==> config.mk <==
export PLATFORM = sky130hd
export DESIGN_NAME = rvfi_commit_tracker
export DESIGN_NICKNAME = d
export VERILOG_FILES = /design/src/rtl/rvfi_commit_tracker.sv
export SDC_FILE = /design/constraint.sdc
export NUM_CORES = 1
export LEC_CHECK = 0
export BUFFER_PORTS_ARGS = -buffer_cell sky130_fd_sc_hd__buf_2
export CAP_MARGIN = 20
export CORE_MARGIN = 2
export CORE_UTILIZATION = 35
export CTS_BUF_LIST = sky130_fd_sc_hd__clkbuf_4 sky130_fd_sc_hd__clkbuf_8
export DETAILED_ROUTE_END_ITERATION = 12
export SLEW_MARGIN = 30
export SYNTH_ARGS = -nofsm -noshare
export SYNTH_HDL_FRONTEND = slang
export SYNTH_SLANG_ARGS = --single-unit
==> constraint.sdc <==
create_clock -name clk -period 9.5 [get_ports clk]
set_clock_uncertainty 0.1 [all_clocks]
set_input_delay 0.475 -clock clk [delete_from_list [all_inputs] [get_ports clk]]
set_output_delay 0.475 -clock clk [all_outputs]
set_load 0.01 [all_outputs]
==> src/rtl/rvfi_commit_tracker.sv <==
// rtl/rvfi_commit_tracker.sv - multi-channel RVFI commit checker with sticky error flags and IPC window
module rvfi_commit_tracker #(
   parameter int unsigned NUM_CH     = 2,
   parameter int unsigned CNT_W      = 64,
   parameter int unsigned TIMEOUT    = 10000,
   parameter logic [31:0] START_INST = 32'h00102013,
   parameter logic [31:0] STOP_INST  = 32'h00202013
) (
   input  logic                 clk,
   input  logic                 rst,
   input  logic [NUM_CH-1:0]    valid_i,
   input  logic [NUM_CH*64-1:0] order_i,
   input  logic [NUM_CH*32-1:0] inst_i,
   input  logic [NUM_CH*32-1:0] pc_rdata_i,
   input  logic [NUM_CH*32-1:0] pc_wdata_i,
   output logic                 halt_o,
   output logic                 error_o,
   output logic [4:0]           errcode_o,
   output logic [CNT_W-1:0]     cycle_count_o,
   output logic [CNT_W-1:0]     inst_count_o,
   output logic                 window_done_o
);

   localparam int unsigned WD_W      = (TIMEOUT > 0) ? $clog2(TIMEOUT + 1) : 1;
   localparam logic [31:0] HALT_INST = 32'h0000006f;

   typedef enum logic [1:0] {PRE, MEASURE, DONE} win_e;

   win_e             win_q, win_d;
   logic [63:0]      exp_order_q, exp_order_d;
   logic [31:0]      last_pc_q, last_pc_d;
   logic             have_pc_q, have_pc_d;
   logic [WD_W-1:0]  wd_q, wd_d;
   logic             halt_q, halt_d;
   logic             error_q, error_d;
   logic [4:0]       errcode_q, errcode_d;
   logic [CNT_W-1:0] cyc_q, cyc_d;
   logic [CNT_W-1:0] ins_q, ins_d;
   logic             done_q, done_d;

   logic [3:0]  k, n_above, n_upto, n_between;
   logic        ord_err, pc_err, pack_err, halt_hit, wd_hit, ok;
   logic        start_hit, stop_hit;
   int          start_idx, stop_idx;
   logic [31:0] prev_wdata;

   // Comparisons are written as "ok only if equal" so an X operand counts as a mismatch.
   always_comb begin
      k          = '0;
      ord_err    = 1'b0;
      pc_err     = 1'b0;
      halt_hit   = 1'b0;
      start_hit  = 1'b0;
      stop_hit   = 1'b0;
      start_idx  = 0;
      stop_idx   = 0;
      ok         = 1'b0;
      prev_wdata = '0;
      last_pc_d  = last_pc_q;
      for (int i = 0; i < int'(NUM_CH); i++) begin
         if (valid_i[i]) begin
            k  = k + 4'd1;
            ok = 1'b0;
            if (order_i[64*i +: 64] == exp_order_q + 64'(i)) ok = 1'b1;
            if (!ok) ord_err = 1'b1;
            ok = 1'b0;
            if (i == 0) begin
               if (!have_pc_q || pc_rdata_i[31:0] == last_pc_q) ok = 1'b1;
            end else if (pc_rdata_i[32*i +: 32] == prev_wdata) begin
               ok = 1'b1;
            end
            if (!ok) pc_err = 1'b1;
            if (pc_rdata_i[32*i +: 32] == pc_wdata_i[32*i +: 32] ||
                inst_i[32*i +: 32] == HALT_INST) halt_hit = 1'b1;
            last_pc_d = pc_wdata_i[32*i +: 32];
            if (!start_hit && inst_i[32*i +: 32] == START_INST) begin
               start_hit = 1'b1;
               start_idx = i;
            end
            if (!stop_hit && inst_i[32*i +: 32] == STOP_INST) begin
               stop_hit = 1'b1;
               stop_idx = i;
            end
         end
         prev_wdata = pc_wdata_i[32*i +: 32];
      end
   end

   always_comb begin
      n_above   = '0;
      n_upto    = '0;
      n_between = '0;
      for (int i = 0; i < int'(NUM_CH); i++) begin
         if (valid_i[i]) begin
            if (i > start_idx) n_above = n_above + 4'd1;
            if (i <= stop_idx) n_upto = n_upto + 4'd1;
            if (i > start_idx && i <= stop_idx) n_between = n_between + 4'd1;
         end
      end
   end

   // A set bit with a clear bit below it means valid is not a contiguous low run.
   assign pack_err = |(valid_i & (valid_i + NUM_CH'(1)));

   always_comb begin
      exp_order_d = exp_order_q + 64'(k);
      have_pc_d   = have_pc_q | (k != 4'd0);
      halt_d      = halt_q | halt_hit;
      if (k != 4'd0 || halt_q) begin
         wd_d = '0;
      end else if (wd_q != WD_W'(TIMEOUT)) begin
         wd_d = wd_q + WD_W'(1);
      end else begin
         wd_d = wd_q;
      end
      wd_hit    = (TIMEOUT != 0) && (wd_d == WD_W'(TIMEOUT));
      errcode_d = errcode_q | {(k != 4'd0) && halt_q, wd_hit, pack_err, pc_err, ord_err};
      error_d   = |errcode_d;

      win_d = win_q;
      cyc_d = cyc_q;
      ins_d = ins_q;
      case (win_q)
         PRE: begin
            cyc_d = cyc_q + CNT_W'(1);
            ins_d = ins_q + CNT_W'(k);
            if (start_hit) begin
               if (stop_hit && stop_idx > start_idx) begin
                  win_d = DONE;
                  cyc_d = CNT_W'(1);
                  ins_d = CNT_W'(n_between);
               end else begin
                  win_d = MEASURE;
                  cyc_d = '0;
                  ins_d = CNT_W'(n_above);
               end
            end
         end
         MEASURE: begin
            cyc_d = cyc_q + CNT_W'(1);
            if (stop_hit) begin
               ins_d = ins_q + CNT_W'(n_upto);
               win_d = DONE;
            end else begin
               ins_d = ins_q + CNT_W'(k);
            end
         end
         DONE:    ;
         default: win_d = PRE;
      endcase
      done_d = (win_d == DONE);
   end

   always_ff @(posedge clk or posedge rst) begin
      if (rst) begin
         win_q       <= PRE;
         exp_order_q <= '0;
         last_pc_q   <= '0;
         have_pc_q   <= 1'b0;
         wd_q        <= '0;
         halt_q      <= 1'b0;
         error_q     <= 1'b0;
         errcode_q   <= '0;
         cyc_q       <= '0;
         ins_q       <= '0;
         done_q      <= 1'b0;
      end else begin
         win_q       <= win_d;
         exp_order_q <= exp_order_d;
         last_pc_q   <= last_pc_d;
         have_pc_q   <= have_pc_d;
         wd_q        <= wd_d;
         halt_q      <= halt_d;
         error_q     <= error_d;
         errcode_q   <= errcode_d;
         cyc_q       <= cyc_d;
         ins_q       <= ins_d;
         done_q      <= done_d;
      end
   end

   assign halt_o        = halt_q;
   assign error_o       = error_q;
   assign errcode_o     = errcode_q;
   assign cycle_count_o = cyc_q;
   assign inst_count_o  = ins_q;
   assign window_done_o = done_q;

endmodule
## After elaboration in Yosys (flattened, before gate mapping)

Index checks and enable logic that the tools add are counted.

| word-level totals | value |
|---|---|
| output and inout port bits | 136 |
| register bits | 249 |
| input port bits | 324 |
| logic and storage cells | 128 |

| operators by class | value |
|---|---|
| muxes and demuxes | 61 |
| equal/unequal tests | 17 |
| $add $sub $neg | 11 |
| magnitude comparators | 5 |
| reductions and logical operators | 19 |
| bitwise operators | 4 |

Operators with widths:

| operator | number |
|---|---|
| one-hot mux 64 bit (2 select lines) | 2 |
| adder 64 x 4 -> 64 bit | 3 |
| 2-to-1 mux 64 bit | 3 |
| adder 64 x 1 -> 64 bit (second input constant) | 2 |
| equality test 32 bit | 4 |
| equality test 64 bit | 2 |
| equality test 32 x 21 -> 1 bit (second input constant) | 2 |
| equality test 32 x 22 -> 1 bit (second input constant) | 2 |
| equality test 32 x 7 -> 1 bit (second input constant) | 2 |
| 2-to-1 mux 32 bit | 2 |
| 2-to-1 mux 1 bit | 40 |
| greater-than comparator 1 x 32 -> 1 bit (first input constant) | 1 |
| greater-than comparator 2 x 32 -> 1 bit (first input constant) | 1 |
| greater-than comparator 32 bit | 1 |
| <= comparator 1 x 32 -> 1 bit (first input constant) | 1 |
| <= comparator 2 x 32 -> 1 bit (first input constant) | 1 |
| 2-to-1 mux 14 bit | 2 |
| 2-to-1 mux 4 bit | 7 |
| adder 14 x 1 -> 14 bit (second input constant) | 1 |
| equality test 14 bit (second input constant) | 1 |
| != test 14 bit (second input constant) | 1 |
| adder 4 x 1 -> 4 bit (second input constant) | 3 |
| 2-to-1 mux 2 bit | 4 |
| logical AND 1 bit | 6 |
| other kinds (15) | 23 |

## Logic depth before layout (Yosys ltp)

Gate-level depths: netlist (run 1).

| depth | value |
|---|---|
| depth in word-level cells | 17 |
| mapped depth | 20 |
| gate-level depth less buffers | 20 |

## Least setup slack after synthesis (run 1)

Ideal clock, no wire load.

| path | value |
|---|---|
| kind | input port to flip-flop |
| start | in inst_i[18] |
| end | reg ins_q[54] (netlist: inst_count_o[54]) |
| buffers on the path | 0 |
| stages on the path | 18 |
| data arrival time | 4.111 ns |
| setup time | 0.124 ns |
| data required time | 9.276 ns |
| slack | 5.165 ns |
| cells stage by stage | nor4_1 > nand4_1 > nor3_1 > nor2_1 > ha_1 > nand2_1 > o21ai_0 > ha_1 > inv_1 > fa_1 > nand3b_1 > nor2_1 > nand3_1 > nor2_1 > a31oi_1 > nor3_1 > mux2_2 > a211o_1 |

| on the way | value |
|---|---|
| longest elaborated chain between the ends | 16 |
| elaborated cells between the ends (all ways) | 27 |
| classes of those cells | add/sub: 2; order compare: 2; eq/ne: 2; mux: 17; reduce/logical: 4 |

RTL lines:

| element | line | source |
|---|---|---|
| start, declared | 13 | `input logic [NUM_CH*32-1:0] inst_i,` |
| equality test 32 x 22 -> 1 bit | 80 | `if (!stop_hit && inst_i[32*i +: 32] == STOP_INST) begin` |
| 2-to-1 mux 1 bit | 80 |  |
| 2-to-1 mux 1 bit | 61 | `if (valid_i[i]) begin` |
| logical NOT 1 bit | 80 |  |
| logical AND 1 bit | 80 |  |
| 2-to-1 mux 1 bit | 80 |  |
| 2-to-1 mux 1 bit | 61 |  |
| <= comparator 1 x 32 -> 1 bit | 96 | `if (i <= stop_idx) n_upto = n_upto + 4'd1;` |
| 2-to-1 mux 1 bit | 96 |  |
| 2-to-1 mux 1 bit | 94 | `if (valid_i[i]) begin` |
| adder 4 x 1 -> 4 bit | 96 |  |
| 2-to-1 mux 4 bit | 96 |  |
| 2-to-1 mux 4 bit | 94 |  |
| adder 64 x 4 -> 64 bit | 142 | `ins_d = ins_q + CNT_W'(n_upto);` |
| 2-to-1 mux 64 bit | 141 | `if (stop_hit) begin` |
| one-hot mux 64 bit (2 select lines) * | 123 | `case (win_q)` |
| end signal, assigned | 177 | `ins_q <= ins_d;` |
| end, declared | 38 | `logic [CNT_W-1:0] ins_q, ins_d;` |

Mark *: on every way between the ends. The rest lies on a longest branch, timed or not.
A chain may end at the register's enable or synchronous reset.

## Final worst setup path (run 1)

| path | value |
|---|---|
| start | in valid_i[1] |
| end | reg ins_q[61] (netlist: inst_count_o[61]) |

| on the way | value |
|---|---|
| longest elaborated chain between the ends | 10 |
| elaborated cells between the ends (all ways) | 16 |
| classes of those cells | add/sub: 3; order compare: 2; mux: 11 |

RTL lines:

| element | line | source |
|---|---|---|
| start, declared | 11 | `input logic [NUM_CH-1:0] valid_i,` |
| 2-to-1 mux 1 bit | 61 |  |
| <= comparator 1 x 32 -> 1 bit | 96 |  |
| 2-to-1 mux 1 bit | 96 |  |
| 2-to-1 mux 1 bit | 94 |  |
| adder 4 x 1 -> 4 bit | 96 |  |
| 2-to-1 mux 4 bit | 96 |  |
| 2-to-1 mux 4 bit | 94 |  |
| adder 64 x 4 -> 64 bit | 142 |  |
| 2-to-1 mux 64 bit | 141 |  |
| one-hot mux 64 bit (2 select lines) * | 123 |  |

Marks and branches as above.

==> impl_metrics.py, run 1 <==
metrics = {
    "status": {
        "outcome": "finished clean",
    },
    "power": {
        "p_per_area_nw_per_um2": 133,
        "netSwitchingPower_w": 0.000922,
        "worst_ir_drop_vdd_mv": 0.0764,
        "static_leakage_nw": 9.46,
        "power_share_of_the_clock_group_pct": 40.9,
        "power_frac_seq_pct": 41.2,
        "switching_share_pct": 31.2,
        "cell_internal_pwr_w": 0.00203,
        "pwr-share-comb_pct": 17.9,
    },
    "global_routing": {
        "antenna_found_initial": 3,
        "grt.busiest_layer": "met2",
        "use_met2_pct": 43.9,
        "grtUsageMet1_pct": 33.6,
        "total_gr_overflow": 0,
        "grt_max_degree": 122,
        "grt_first_pass_wirelength_um": 110000,
        "grtUsageMet3_pct": 6.29,
        "total_global_routing_track_utilization_pct": 26.7,
        "grt_pass1_vias": 18100,
    },
    "cts": {
        "cts.sink_count": 249,
        "numCtsBuffers": 48,
        "cts-resized-gates": 0,
        "cts.root.buffer_cell": "clkbuf_8",
        "cts_tree": "done",
        "post_cts_hold_buffer_count": 1,
        "clk_pin_slew_ns": 0.05,
        "htree_num_levels": 2,
        "post-cts-setup-buffers": 0,
        "cts_buffer_depth": 3,
        "clkLatencyLatePin_ns": 0.65,
    },
    "synthesis": {
        "largest_family_of_logic_cells_by_synthesized_area": "simple AND/OR/NAND/NOR gates",
        "synth.top_cell.area_share_pct": 33.9,
        "synth_seq_cells": 249,
        "ys.warnings.count": 0,
        "synth.cell_area_um2": 18400,
        "synth-adder-area-share_pct": 1.35,
        "synth_top_cells_by_count": "277 x xnor2_1, 249 x dfrtp_1, 233 x nor2_1",
        "synthDistinctLibCells": 81,
        "yosys-top-cells-area": "dfrtp_1 34%, xnor2_1 13%, xor2_1 7.4%, nor2_1 4.8%, nand2_1 4.5%",
        "synthFlopType": "dfrtp_1",
        "mux_share_of_post_synthesis_cell_area_pct": 2.91,
        "synth_simple_gate_area_share_pct": 27.6,
        "synth_sequential_area_ratio_pct": 33.9,
        "synth.avg_cell_area_um2": 8.44,
        "share_of_flip_flops_with_an_asynchronous_set_or_reset_after_synthesis_pct": 100,
        "area_leader_netlist": "dfrtp_1",
        "synth_compound_gate_area_share_pct": 9.68,
        "synthCells": 2178,
        "yosysMostFrequentCell": "xnor2_1",
        "synth-xor-area-share_pct": 20.6,
        "synthesis.nets": 2520,
        "synth_edf_count": 0,
    },
    "cells_and_area": {
        "num-fill-cells": 5190,
        "fraction_of_final_layout_cells_with_drive_strength_greater_than_1_pct": 23.6,
        "fin_cells": 3301,
        "finish.utilization_pct": 43.0,
        "finalNetCount": 2927,
        "synthToLayoutAreaGrowth_pct": 20.7,
    },
    "timing": {
        "finalCritPeriodShare_pct": 55.9,
        "period_minus_slack_ns": 5.31,
        "timing.final.ws_setup_ns": 4.19,
        "slew-limit-headroom_pct": 37.7,
        "tns_ns": 0,
        "fin_hold_ws_ns": 0.0803,
        "finalHoldViolations": 0,
        "timing.final.setup_violations": 0,
        "final_max_slew_viol_count": 0,
        "rsz_0062_raised_after_global_routing": "no",
        "worst_slew_pin_slew_ns": 0.926,
        "maxClockFrequency_ghz": 0.188,
    },
    "run": {
        "maxCapViolations": 0,
    },
    "worst_setup_path": {
        "kind_of_critical_path": "primary input to flop",
        "length_in_cells_of_the_worst_reg_to_reg_path": 9,
        "launching_element_type_of_the_critical_path": "primary input",
        "worst_setup_path_end_kind": "flop",
        "worstPathMaxFanout": 41,
        "critical_path.reg2reg.endpoint": "error_o$_DFF_PP0_",
        "critical_path_required_ns": 9.91,
        "r2r_slack_ns": 4.55,
        "reg2reg_from": "exp_order_q[52]$_DFF_PP0_",
        "worstPathArrival_ns": 5.72,
    },
    "routing": {
        "drt_pass1_iterations": 6,
        "wl_per_cell_um": 22.4,
        "route.vias.total": 18500,
        "remaining_drc_errors": 0,
        "detailedRoute.firstIterationViolations": 1641,
        "dr_vias_cell": 5.60,
        "route.antenna.remaining_nets": 0,
        "postRouteWirelength_um": 74000,
    },
    "floorplan": {
        "placeableCoreArea_um2": 51600,
        "standard_cell_row_count": 83,
        "die_area_um2": 54400,
        "die_height_um": 233,
        "top_level_ports": 460,
        "die_w_um": 233,
        "initial_utilization_pct": 35.6,
    },
    "place": {
        "place_ws_ns": 3.63,
        "numPortBuffers": 459,
        "post-place-cells": 3214,
        "globalplace.congestion": 0.966,
        "place_hpwl_um": 57500,
    },
    "worst_hold_path": {
        "worst_hold_path.num_cells": 3,
        "hold_start": "pc_wdata_i[37]",
        "timing.hold.worst_endpoint": "last_pc_q[5]$_DFFE_PP0P_",
        "holdCritPathClass": "primary input to flop",
    },
}
-- per-layer routing --
metal | vias up | part of all wire [%]
li1 | 8561 | -
met1 | 8892 | 41
met2 | 875 | 47
met3 | 159 | 8.3
met4 | 4 | 4.0
met5 | - | 0.041
-- cells by family after synthesis --
family | Yosys count
AOI/OAI and AO/OA | 285
xor gates and xnor gates | 433
adders and majority gates | 18
buffers and inverters | 153
DFF | 249
muxes | 52
and+or+nand+nor | 988
-- cell type report --
type                            instances  area (µm²)  share of cell area (%)
Multi-Input combinational cell       1776       11500                    51.7
Sequential cell                       249        6230                    28.1
Inverter                               36         148                   0.666
Clock inverter                         10         113                   0.508
Timing Repair Buffer                  474        2420                    10.9
Antenna cell                            1        2.50                  0.0113
Tap cell                              680         851                    3.84
Clock buffer                           75         945                    4.26
-- layout by cell type, fill, tap and decap left out, types with 9 or more instances in the layout --
cell type | Yosys | routed
a21oi_1 | 60 | 60
a221oi_1 | 19 | 19
a31oi_1 | 18 | 18
and2_1 | 9 | 9
and3_1 | 38 | 38
and4_1 | 11 | 11
buf_2 | 33 | 459
buf_4 | 1 | 13
clkbuf_4 | 0 | 14
clkbuf_8 | 3 | 61
dfrtp_1 | 249 | 249
ha_1 | 15 | 14
inv_1 | 36 | 35
mux2_2 | 11 | 11
mux2i_1 | 40 | 40
nand2_1 | 218 | 218
nand2b_1 | 10 | 10
nand3_1 | 112 | 112
nand4_1 | 123 | 123
nor2_1 | 233 | 232
nor2b_1 | 12 | 12
nor3_1 | 68 | 67
nor4_1 | 59 | 56
o21ai_0 | 97 | 97
o22ai_1 | 16 | 16
o31ai_1 | 11 | 11
or2_2 | 11 | 11
or3_1 | 24 | 24
or4_1 | 18 | 18
xnor2_1 | 277 | 277
xor2_1 | 156 | 156
-- worst max-delay path: stages --
cell and delay (ns):
buf_2 0.08, buf_4 0.54, nand4b_1 0.15, or4_1 0.44, nor2_1 0.41, nand3_1 0.14, nor2_1 0.21, ha_1 0.16
nand2_1 0.04, o21ai_0 0.13, ha_1 0.22, a21o_1 0.16, nand2b_1 0.12, or4_1 0.78, nor3_1 0.69, mux2_2 0.32
nor2b_1 0.15, mux2_2 0.34, nand2_1 0.06, nand3_1 0.07
-- how the worst max path moves through the flow --
stage | start | to | slack [ns] | cells after the start
global route | valid_i[1] | inst_count_o[61]$_DFFE_PP0P_ | 3.94 | 20
finish | valid_i[1] | inst_count_o[61]$_DFFE_PP0P_ | 4.19 | 20
detailed placement | valid_i[1] | inst_count_o[61]$_DFFE_PP0P_ | 3.63 | 20
CTS | valid_i[1] | inst_count_o[61]$_DFFE_PP0P_ | 4.30 | 20
global placement | valid_i[1] | inst_count_o[61]$_DFFE_PP0P_ | 3.73 | 20
floorplan | rst | cycle_count_o[0]$_DFFE_PP0P_ | 2.08 | 1
-- sequential cells by signal, indices dropped and copies added, names as in the netlist --
| signal | cells |
|---|---|
| cycle_count_o | 64 |
| errcode_o | 5 |
| error_o | 1 |
| exp_order_q | 64 |
| halt_o | 1 |
| have_pc_q | 1 |
| inst_count_o | 64 |
| last_pc_q | 32 |
| wd_q | 14 |
| win_q | 2 |
| window_done_o | 1 |
-- stage by stage --
step	area, µm²	power, W
2_1_floorplan	18400	0.00154
3_3_place_gp	21100	0.00175
3_5_place_dp	21100	0.00176
4_1_cts	22200	0.00299
5_1_grt	22200	0.00310
6_report	22200	0.00295
-- power groups by stage --
stage	clock network, W	logic [W]	registers, W
floorplan	0	0.000361	0.00118
global placement	0	0.000517	0.00123
detailed placement	0	0.000526	0.00124
CTS	0.00124	0.000529	0.00122
global route	0.00129	0.000580	0.00123
finish	0.00121	0.000528	0.00122
Power figures use the tool's default switching activity.
==> inputs of run 2 (changes only) <==
clock period = 4.35 ns   (was 9.5 ns; I/O delays follow)
==> impl_metrics.py, run 2 (synthesis results as in run 1) <==
metrics = {
    "status": {
        "outcome": "finished clean",
    },
    "cells_and_area": {
        "antenna-diode-count": 0,
        "finalNetCount": 3122,
        "synthToLayoutAreaGrowth_pct": 29.3,
        "mostFrequentLayoutCell": "buf_2",
        "final_cell_mix": "459 x buf_2, 277 x xnor2_1, 248 x dfrtp_1",
        "multi_input_area_um2": 11400,
        "num-fill-cells": 5159,
        "fraction_of_final_layout_cells_with_drive_strength_greater_than_1_pct": 26.2,
        "register_area_um2": 6230,
    },
    "worst_setup_path": {
        "cp_top_family": "simple AND/OR/NAND/NOR gates",
        "crit_path_cell_trace": "xnor2_1 -> nand4_1 -> nor4_1 -> buf_4 -> nand4_1 -> buf_4 -> a21o_1 -> or4_1 -> nor4_1 -> a31oi_1 -> or4b_1",
        "timing.critical_path.buf_inv": 2,
        "stage_delay_of_the_slowest_cell_on_the_critical_path_ns": 0.57,
        "worst_setup_path_end_kind": "flop",
        "launching_element_type_of_the_critical_path": "flop",
        "worstPathMaxFanout": 2,
        "critical_path_required_ns": 4.75,
        "worstPathArrival_ns": 4.51,
        "cpMaxStageDelayCell": "or4b_1",
        "kind_of_critical_path": "flop to flop",
    },
    "cts": {
        "htree_num_levels": 2,
        "numCtsBuffers": 48,
        "clk_pin_slew_ns": 0.06,
        "clkLatencyLatePin_ns": 0.65,
        "cts.root.buffer_cell": "clkbuf_8",
        "cts_buffer_depth": 3,
        "cts.sink_count": 249,
        "cts_tree": "done",
    },
    "routing": {
        "drt_pass1_iterations": 5,
        "dr_vias_cell": 5.52,
        "wl_per_cell_um": 21.7,
        "detailedRoute.firstIterationViolations": 1336,
        "route.antenna.remaining_nets": 0,
        "route.vias.total": 19300,
        "remaining_drc_errors": 0,
        "postRouteWirelength_um": 75700,
    },
    "run": {
        "maxCapViolations": 0,
    },
    "timing": {
        "fin_hold_ws_ns": 0.0760,
        "final_max_slew_viol_count": 0,
        "slew-limit-headroom_pct": 52.2,
        "timing.final.ws_setup_ns": 0.235,
        "finalHoldViolations": 0,
        "maxClockFrequency_ghz": 0.243,
        "rsz_0062_raised_after_global_routing": "no",
        "worst_slew_pin_slew_ns": 0.717,
        "period_minus_slack_ns": 4.12,
        "timing.final.setup_violations": 0,
        "finalCritPeriodShare_pct": 94.6,
    },
    "floorplan": {
        "placeableCoreArea_um2": 51600,
        "die_w_um": 233,
        "top_level_ports": 460,
        "initial_utilization_pct": 35.6,
        "standard_cell_row_count": 83,
        "die_height_um": 233,
        "die_area_um2": 54400,
    },
    "global_routing": {
        "grt_first_pass_wirelength_um": 114000,
        "antenna_found_initial": 3,
        "total_global_routing_track_utilization_pct": 27.4,
        "grt_max_degree": 91,
        "total_gr_overflow": 0,
        "grt_pass1_vias": 19000,
    },
    "power": {
        "worst_ir_drop_vdd_mv": 0.186,
        "p_per_area_nw_per_um2": 270,
        "static_leakage_nw": 10.4,
    },
    "place": {
        "numPortBuffers": 459,
        "place_ws_ns": -0.0881,
        "place_hpwl_um": 60300,
        "globalplace.congestion": 1.00,
    },
    "worst_hold_path": {
        "holdCritPathClass": "primary input to flop",
    },
}
==> run 2: cell count changes in the layout (fill, tap and decap cells not counted), moves of 3 or more <==
cell | before | now
dlygate4sd3_1 | 1 | 67
clkbuf_8 | 61 | 64
clkinv_2 | 5 | 1
nor4_2 | 6 | 3
buf_4 | 13 | 138
buf_12 | 0 | 4
nor4_1 | 56 | 59
==> run 2: layout make-up <==
cell class,instances,area share (%)
clock buffer,76,4.09
clock inverter,2,0.0579
inverter,36,0.585
multi-input combinational,1776,48.1
sequential,249,26.2
tap,680,3.58
timing repair buffer,669,17.3
==> run 2: path summary, 6_finish.rpt <==
kind / start / endpoint / slack [ns] / cells past startpoint
hold reg to reg: errcode_o[4]$_DFF_PP0_ / errcode_o[4]$_DFF_PP0_ / 0.38 / 1
hold / removal: valid_i[1] / errcode_o[2]$_DFF_PP0_ / 0.08 / 4
setup / recovery: exp_order_q[0]$_DFF_PP0_ / error_o$_DFF_PP0_ / 0.23 / 11
max in group asynchronous: rst / cycle_count_o[4]$_DFFE_PP0P_ / 3.20 / 4
min in group asynchronous: rst / exp_order_q[45]$_DFF_PP0_ / 0.09 / 3
setup reg to reg: exp_order_q[0]$_DFF_PP0_ / error_o$_DFF_PP0_ / 0.23 / 11
==> run 2: repair_timing <==
| action | in CTS | in global routing |
|---|---|---|
| hold buffers | 67 | 0 |
| setup buffers | 0 | 0 |
| endpoints found under the hold margin | 258 | 0 |
| resized for setup | 0 | 0 |
==> run 2: per-stage QoR <==
| stage | total power [W] | utilization, % | instances | TNS (ns) | area (µm²) |
|---|---|---|---|---|---|
| 6_report | 0.00641 | 46.0 | 3488 | 0 | 23800 |
| 5_1_grt | 0.00671 | 46.0 | 3488 | 0 | 23800 |
| 4_1_cts | 0.00648 | 46.0 | 3488 | 0 | 23800 |
| 3_5_place_dp | 0.00390 | 42.8 | 3343 | -0.261 | 22100 |
| 3_3_place_gp | 0.00387 | 42.7 | 3341 | -0.0266 | 22000 |
| 2_1_floorplan | 0.00337 | - | 2178 | 0 | 18400 |
==> run 2: metal layers <==
metal | up-vias | routed length, µm | global-route usage, %
li1 | 8924 | - | -
met1 | 9271 | 30900 | 34.5
met2 | 892 | 36100 | 46.5
met3 | 164 | 5680 | 5.04
met4 | 4 | 2990 | 10.2
met5 | - | 25 | 0
==> run 2: tightest hold or removal path, cell delays in order <==
cell	delay, ns
buf_2	0.09
buf_4	0.18
ha_1	0.15
or2_2	0.12
==> run 2: power breakdown <==
part           total [W]  internal, W  switching, W
Clock            0.00249      0.00139       0.00109
Sequential       0.00266      0.00243      0.000230
Combinational    0.00127     0.000600      0.000666
Total            0.00641      0.00442       0.00199
